File: src/rtl/load_unit_ctrl.sv
// Load sequencer for RV32 LB/LH/LW/LBU/LHU: checks each load, issues one word read,
// waits for the response with a timeout, then writes the extracted and extended result.
module load_unit_ctrl #(
   parameter int XLEN    = 32,
   parameter int ADDR_W  = 32,
   parameter int TIMEOUT = 255
) (
   input  logic              clk,
   input  logic              rst_n,
   input  logic              ld_valid,
   output logic              ld_ready,
   input  logic [2:0]        ld_funct3,
   input  logic [ADDR_W-1:0] ld_addr,
   input  logic [4:0]        ld_rd,
   output logic              mem_req_valid,
   input  logic              mem_req_ready,
   output logic [ADDR_W-1:0] mem_req_addr,
   input  logic              mem_rsp_valid,
   input  logic [XLEN-1:0]   mem_rsp_data,
   output logic              rf_we,
   output logic [4:0]        rf_waddr,
   output logic [XLEN-1:0]   rf_wdata,
   output logic              busy,
   output logic              fault
);

   localparam logic [2:0] F_LB  = 3'b000;
   localparam logic [2:0] F_LH  = 3'b001;
   localparam logic [2:0] F_LW  = 3'b010;
   localparam logic [2:0] F_LBU = 3'b100;
   localparam logic [2:0] F_LHU = 3'b101;

   // Timeout fires on the cycle the count would reach TIMEOUT.
   localparam logic [7:0] TO_LAST = 8'(TIMEOUT - 1);

   typedef enum logic [1:0] {
      S_IDLE = 2'd0,
      S_REQ  = 2'd1,
      S_WAIT = 2'd2,
      S_WB   = 2'd3
   } state_t;

   state_t            state_q, state_d;
   logic [2:0]        f3_q, f3_d;
   logic [1:0]        off_q, off_d;
   logic [4:0]        rd_q, rd_d;
   logic [7:0]        cnt_q, cnt_d;
   logic              req_valid_q, req_valid_d;
   logic [ADDR_W-1:0] req_addr_q, req_addr_d;
   logic              rf_we_q, rf_we_d;
   logic [4:0]        rf_waddr_q, rf_waddr_d;
   logic [XLEN-1:0]   rf_wdata_q, rf_wdata_d;
   logic              fault_q, fault_d;
   logic              ld_ready_q, ld_ready_d;
   logic              busy_q, busy_d;

   function automatic logic bad_load(input logic [2:0] f3, input logic [1:0] off);
      logic bad;
      unique case (f3)
         F_LB, F_LBU: bad = 1'b0;
         F_LH, F_LHU: bad = off[0];
         F_LW:        bad = (off != 2'b00);
         default:     bad = 1'b1;
      endcase
      return bad;
   endfunction

   function automatic logic [XLEN-1:0] extract_load(input logic [XLEN-1:0] word,
                                                    input logic [2:0]      f3,
                                                    input logic [1:0]      off);
      logic signed [7:0]  b;
      logic signed [15:0] h;
      logic [XLEN-1:0]    r;
      b = word[8*off +: 8];
      h = word[16*off[1] +: 16];
      unique case (f3)
         F_LB:    r = XLEN'(b);
         F_LH:    r = XLEN'(h);
         F_LBU:   r = XLEN'($unsigned(b));
         F_LHU:   r = XLEN'($unsigned(h));
         default: r = word;
      endcase
      return r;
   endfunction

   always_comb begin
      state_d     = state_q;
      f3_d        = f3_q;
      off_d       = off_q;
      rd_d        = rd_q;
      cnt_d       = cnt_q;
      req_valid_d = 1'b0;
      req_addr_d  = req_addr_q;
      rf_we_d     = 1'b0;
      rf_waddr_d  = rf_waddr_q;
      rf_wdata_d  = rf_wdata_q;
      fault_d     = 1'b0;

      unique case (state_q)
         S_IDLE: begin
            if (ld_valid && ld_ready_q) begin
               f3_d  = ld_funct3;
               off_d = ld_addr[1:0];
               rd_d  = ld_rd;
               if (bad_load(ld_funct3, ld_addr[1:0])) begin
                  fault_d = 1'b1;
               end else begin
                  state_d     = S_REQ;
                  req_valid_d = 1'b1;
                  req_addr_d  = {ld_addr[ADDR_W-1:2], 2'b00};
               end
            end
         end
         S_REQ: begin
            if (mem_req_ready) begin
               state_d = S_WAIT;
               cnt_d   = '0;
            end else begin
               req_valid_d = 1'b1;
            end
         end
         S_WAIT: begin
            if (mem_rsp_valid) begin
               state_d    = S_WB;
               rf_we_d    = (rd_q != 5'd0);
               rf_waddr_d = rd_q;
               rf_wdata_d = extract_load(mem_rsp_data, f3_q, off_q);
            end else if (cnt_q == TO_LAST) begin
               state_d = S_IDLE;
               fault_d = 1'b1;
               cnt_d   = '0;
            end else begin
               cnt_d = cnt_q + 8'd1;
            end
         end
         S_WB: begin
            state_d = S_IDLE;
         end
         default: begin
            state_d = S_IDLE;
         end
      endcase

      ld_ready_d = (state_d == S_IDLE);
      busy_d     = (state_d != S_IDLE);
   end

   always_ff @(posedge clk or negedge rst_n) begin
      if (!rst_n) begin
         state_q     <= S_IDLE;
         f3_q        <= '0;
         off_q       <= '0;
         rd_q        <= '0;
         cnt_q       <= '0;
         req_valid_q <= 1'b0;
         req_addr_q  <= '0;
         rf_we_q     <= 1'b0;
         rf_waddr_q  <= '0;
         rf_wdata_q  <= '0;
         fault_q     <= 1'b0;
         ld_ready_q  <= 1'b1;
         busy_q      <= 1'b0;
      end else begin
         state_q     <= state_d;
         f3_q        <= f3_d;
         off_q       <= off_d;
         rd_q        <= rd_d;
         cnt_q       <= cnt_d;
         req_valid_q <= req_valid_d;
         req_addr_q  <= req_addr_d;
         rf_we_q     <= rf_we_d;
         rf_waddr_q  <= rf_waddr_d;
         rf_wdata_q  <= rf_wdata_d;
         fault_q     <= fault_d;
         ld_ready_q  <= ld_ready_d;
         busy_q      <= busy_d;
      end
   end

   assign ld_ready      = ld_ready_q;
   assign busy          = busy_q;
   assign mem_req_valid = req_valid_q;
   assign mem_req_addr  = req_addr_q;
   assign rf_we         = rf_we_q;
   assign rf_waddr      = rf_waddr_q;
   assign rf_wdata      = rf_wdata_q;
   assign fault         = fault_q;

endmodule

File: config.mk
export PLATFORM = sky130hd
export DESIGN_NAME = load_unit_ctrl
export DESIGN_NICKNAME = d
export VERILOG_FILES = /design/src/rtl/load_unit_ctrl.sv
export SDC_FILE = /design/constraint.sdc
export NUM_CORES = 1
export LEC_CHECK = 0
export CAP_MARGIN = 20
export CORE_MARGIN = 3
export CORE_UTILIZATION = 40
export DETAILED_ROUTE_END_ITERATION = 16
export PLACE_DENSITY = 0.74
export SYNTH_ARGS = -nofsm -noshare
export SYNTH_HDL_FRONTEND = slang
export SYNTH_SLANG_ARGS = --single-unit
File: constraint.sdc
create_clock -name clk -period 1.9 [get_ports clk]
set_clock_uncertainty 0.05 [all_clocks]
set_input_delay 0.57 -clock clk [delete_from_list [all_inputs] [get_ports clk]]
set_output_delay 0.57 -clock clk [all_outputs]
set_load 0.02 [all_outputs]
==> results.yml <==
clock_tree:
  numCtsBuffers: 9
  cts.path.max_buffers: 2
  cts_root_buffer: "clkbuf_8"
  clock_latency_ns: 0.35
  cts_sinks: 92
  cts_max_level: 3
  cts_tree: "built"
  path_clk_slew_ns: 0.10
worst_setup_path:
  path_class: "primary input to register"
  critPathLaunch: "ld_addr[1]"
  endpoint_kind: "register"
  crit_fanout: 15
  cp.arrival_ns: 2.06
  r2r-start: "off_q[1]"
  crit_path_max_incr_delay_ns: 0.50
  worstPathRequired_ns: 2.09
  reg2reg_slack_ns: 0.14
  worst_path_max_delay_cell: "clkdlybuf4s50_1"
  cp_cell_sequence: "clkdlybuf4s50_1, nor4_2, buf_4, o21ai_4, buf_12, clkbuf_16, mux2_2"
  cp-start-kind: "primary input"
logic_synthesis:
  synth_compound_area_share_pct: 10.5
  yosysTopAreaCell: "dfrtp_1"
  avgSynthCellArea_sq_um: 11.0
  synth_cell_types: 41
  synth-xor-area-share_pct: 0
  syn_inst: 379
  synth_flop_cell: "dfrtp_1"
  synthTopCellsByCount: "dfrtp_1 (91), nand2_1 (55), mux2_2 (48), nand3_1 (35), clkbuf_1 (18)"
  synth_top_family_by_area: "simple AND/OR/NAND/NOR gates"
  ys_seq_elements: 92
  synth-edff-count: 0
  synth.cell_area_sq_um: 4150
  ys_seq_area_share_pct: 55.5
  synth-simple-area-share_pct: 16.4
  yosys.area_share.adder_pct: 0.602
  synth_top_area_share_pct: 54.8
  synth_warnings: 0
  synth_mux_area_share_pct: 13.8
  synthArstFlopShare_pct: 100
  synth_area_leaders: "dfrtp_1 (55%), mux2_2 (13%), nand2_1 (5.0%)"
  synth.most_common_cell: "dfrtp_1"
placed_design:
  place_congestion: 0.917
  hpwl_mm: 8.67
  io_buffers: 148
  dpl-instance-area_sq_um: 6020
routing:
  first_iter_violations: 153
  dr.pass1.iters: 5
  vias: 3618
  route.detailed.drc: 0
  drt_wl_total_mm: 11.8
  wire_per_inst_um: 17.0
  ant_nets: 0
  via_per_inst: 5.23
global_routing:
  track_usage_pct: 19.9
  antenna_found_initial: 2
  grt_pass1_wl_mm: 18.3
  grt_pass1_vias: 3672
  grt_max_degree: 35
  gr-total-overflow: 0
run_status:
  status: "completed"
final_layout:
  stdcell_area_sq_um: 6270
  drive_above_1_share_pct: 20.4
  syn_to_final_growth_pct: 51.1
  layout.nets: 632
die:
  die-area_sq_um: 11600
  rows: 36
  dieWidth_um: 108
  core_region_area_sq_um: 9950
  die_y_um: 108
  io_pins: 151
  start_util_pct: 41.7
sta:
  hold_violations: 0
  worst_hold_slack_ns: 0.0932
  worst_pin_slew_ns: 0.602
  fin_crit_sh_pct: 98.5
  finalSetupTns_ns: 0
  timing.fmax_mhz: 534
  slew_viol_final: 0
  setup-violations-final: 0
  finalCriticalPeriod_ns: 1.87
  maxSlewHeadroom_pct: 59.8
power:
  p_leak_nw: 2.95
  power_density_nw_per_um2: 1510
  power_w: 0.00948
  vdd_drop_max_v: 0.000738
run:
  maxCapViolCount: 0
worst_hold_path:
  min_path_type: "primary input to asynchronous set/reset pin"
[layer usage]
layer / track usage [%] / wire [um] / share of wire (%)
met1: 26.2 / 5110 / 43
met2: 32.1 / 5540 / 47
met3: 4.80 / 830 / 7.1
met4: 7.57 / 272 / 2.3
met5: 0 / 13 / 0.11
[registers in the layout (all words and copies together), names as in the netlist]
signal and cells:
rf_wdata 32, mem_req_addr 30, cnt_q 8, rd_q 5, rf_waddr 5, f3_q 3
off_q 2, state_q 2, busy 1, fault 1, ld_ready 1, mem_req_valid 1
rf_we 1
[critical path, delay by kind of cell]
family          cells  cell delay [ns]
buf+inv             4             0.94
mux                 1             0.33
simple gates        1             0.06
compound gates      1             0.15
[cells in the final DEF, fill, tap and decap left out, drive strengths merged, types with 3 or more instances in the layout]
| cell | instances |
|---|---|
| nor3 | 3 |
| a21oi | 14 |
| a311oi | 7 |
| o21a | 7 |
| mux2 | 48 |
| o21ai | 15 |
| dlygate4sd2 | 72 |
| nand2b | 7 |
| dlymetal6s2s | 5 |
| o31ai | 8 |
| or3 | 9 |
| a31oi | 4 |
| nand4 | 3 |
| inv | 6 |
| a41oi | 3 |
| nor3b | 7 |
| dfrtp | 91 |
| clkdlybuf4s50 | 70 |
| buf | 37 |
| nor2 | 11 |
| clkbuf | 14 |
| nand2 | 55 |
| nand3 | 35 |
| nor2b | 3 |
[cells by family (layout without fill, tap and decap cells)]
logic type      Yosys count  after routing
compound gates           65             65
flops                    92             92
fa+ha+maj                 2              2
mux                      50             50
other cells               1              3
buf+inv                  29            207
simple gates            140            140
[repair_timing]
| action | CTS | global route |
|---|---|---|
| resized for setup | 75 | 10 |
| hold buffers | 0 | 0 |
| cloned | 0 | 2 |
| pin swaps | 1 | 3 |
| buffers inserted | 0 | 2 |
| setup endpoints to repair | 76 | 55 |
[path summary, 6_finish.rpt]
kind                                         end  cells past startpoint
worst max-delay path            mem_req_addr[30]                      7
worst min-delay path                rf_wdata[20]                      1
worst max register to register       rf_wdata[4]                      4
worst min register to register       rf_waddr[2]                      2
max in group asynchronous            rf_wdata[6]                      2
min in group clk                     rf_waddr[2]                      2
[through the flow]
stage / utilization [%] / cells / worst slack, ns
finish: 63.0 / 692 / 0.0291
global route: 63.0 / 692 / -0.0126
CTS: 61.9 / 687 / 0.0141
detailed placement: 60.5 / 671 / -0.481
global placement: 60.5 / 671 / -0.361
floorplan: - / 380 / 0.0268
[power by group]
group          internal, W  leakage [nW]  switching, W
clock network     0.000724         0.109      0.000711
logic              0.00207          1.71       0.00256
registers          0.00285          1.13      0.000559
[cell type report]
type	instances	area, sq um
multi-input cells	259	1770
flip-flops and latches	92	2300
fillers	854	3680
diodes	1	2.50
well taps	133	166
inverters	5	18.8
clock inverters	4	55.1
repair buffers	186	1800
clock buffers	12	165
Power figures use the tool's default switching activity.
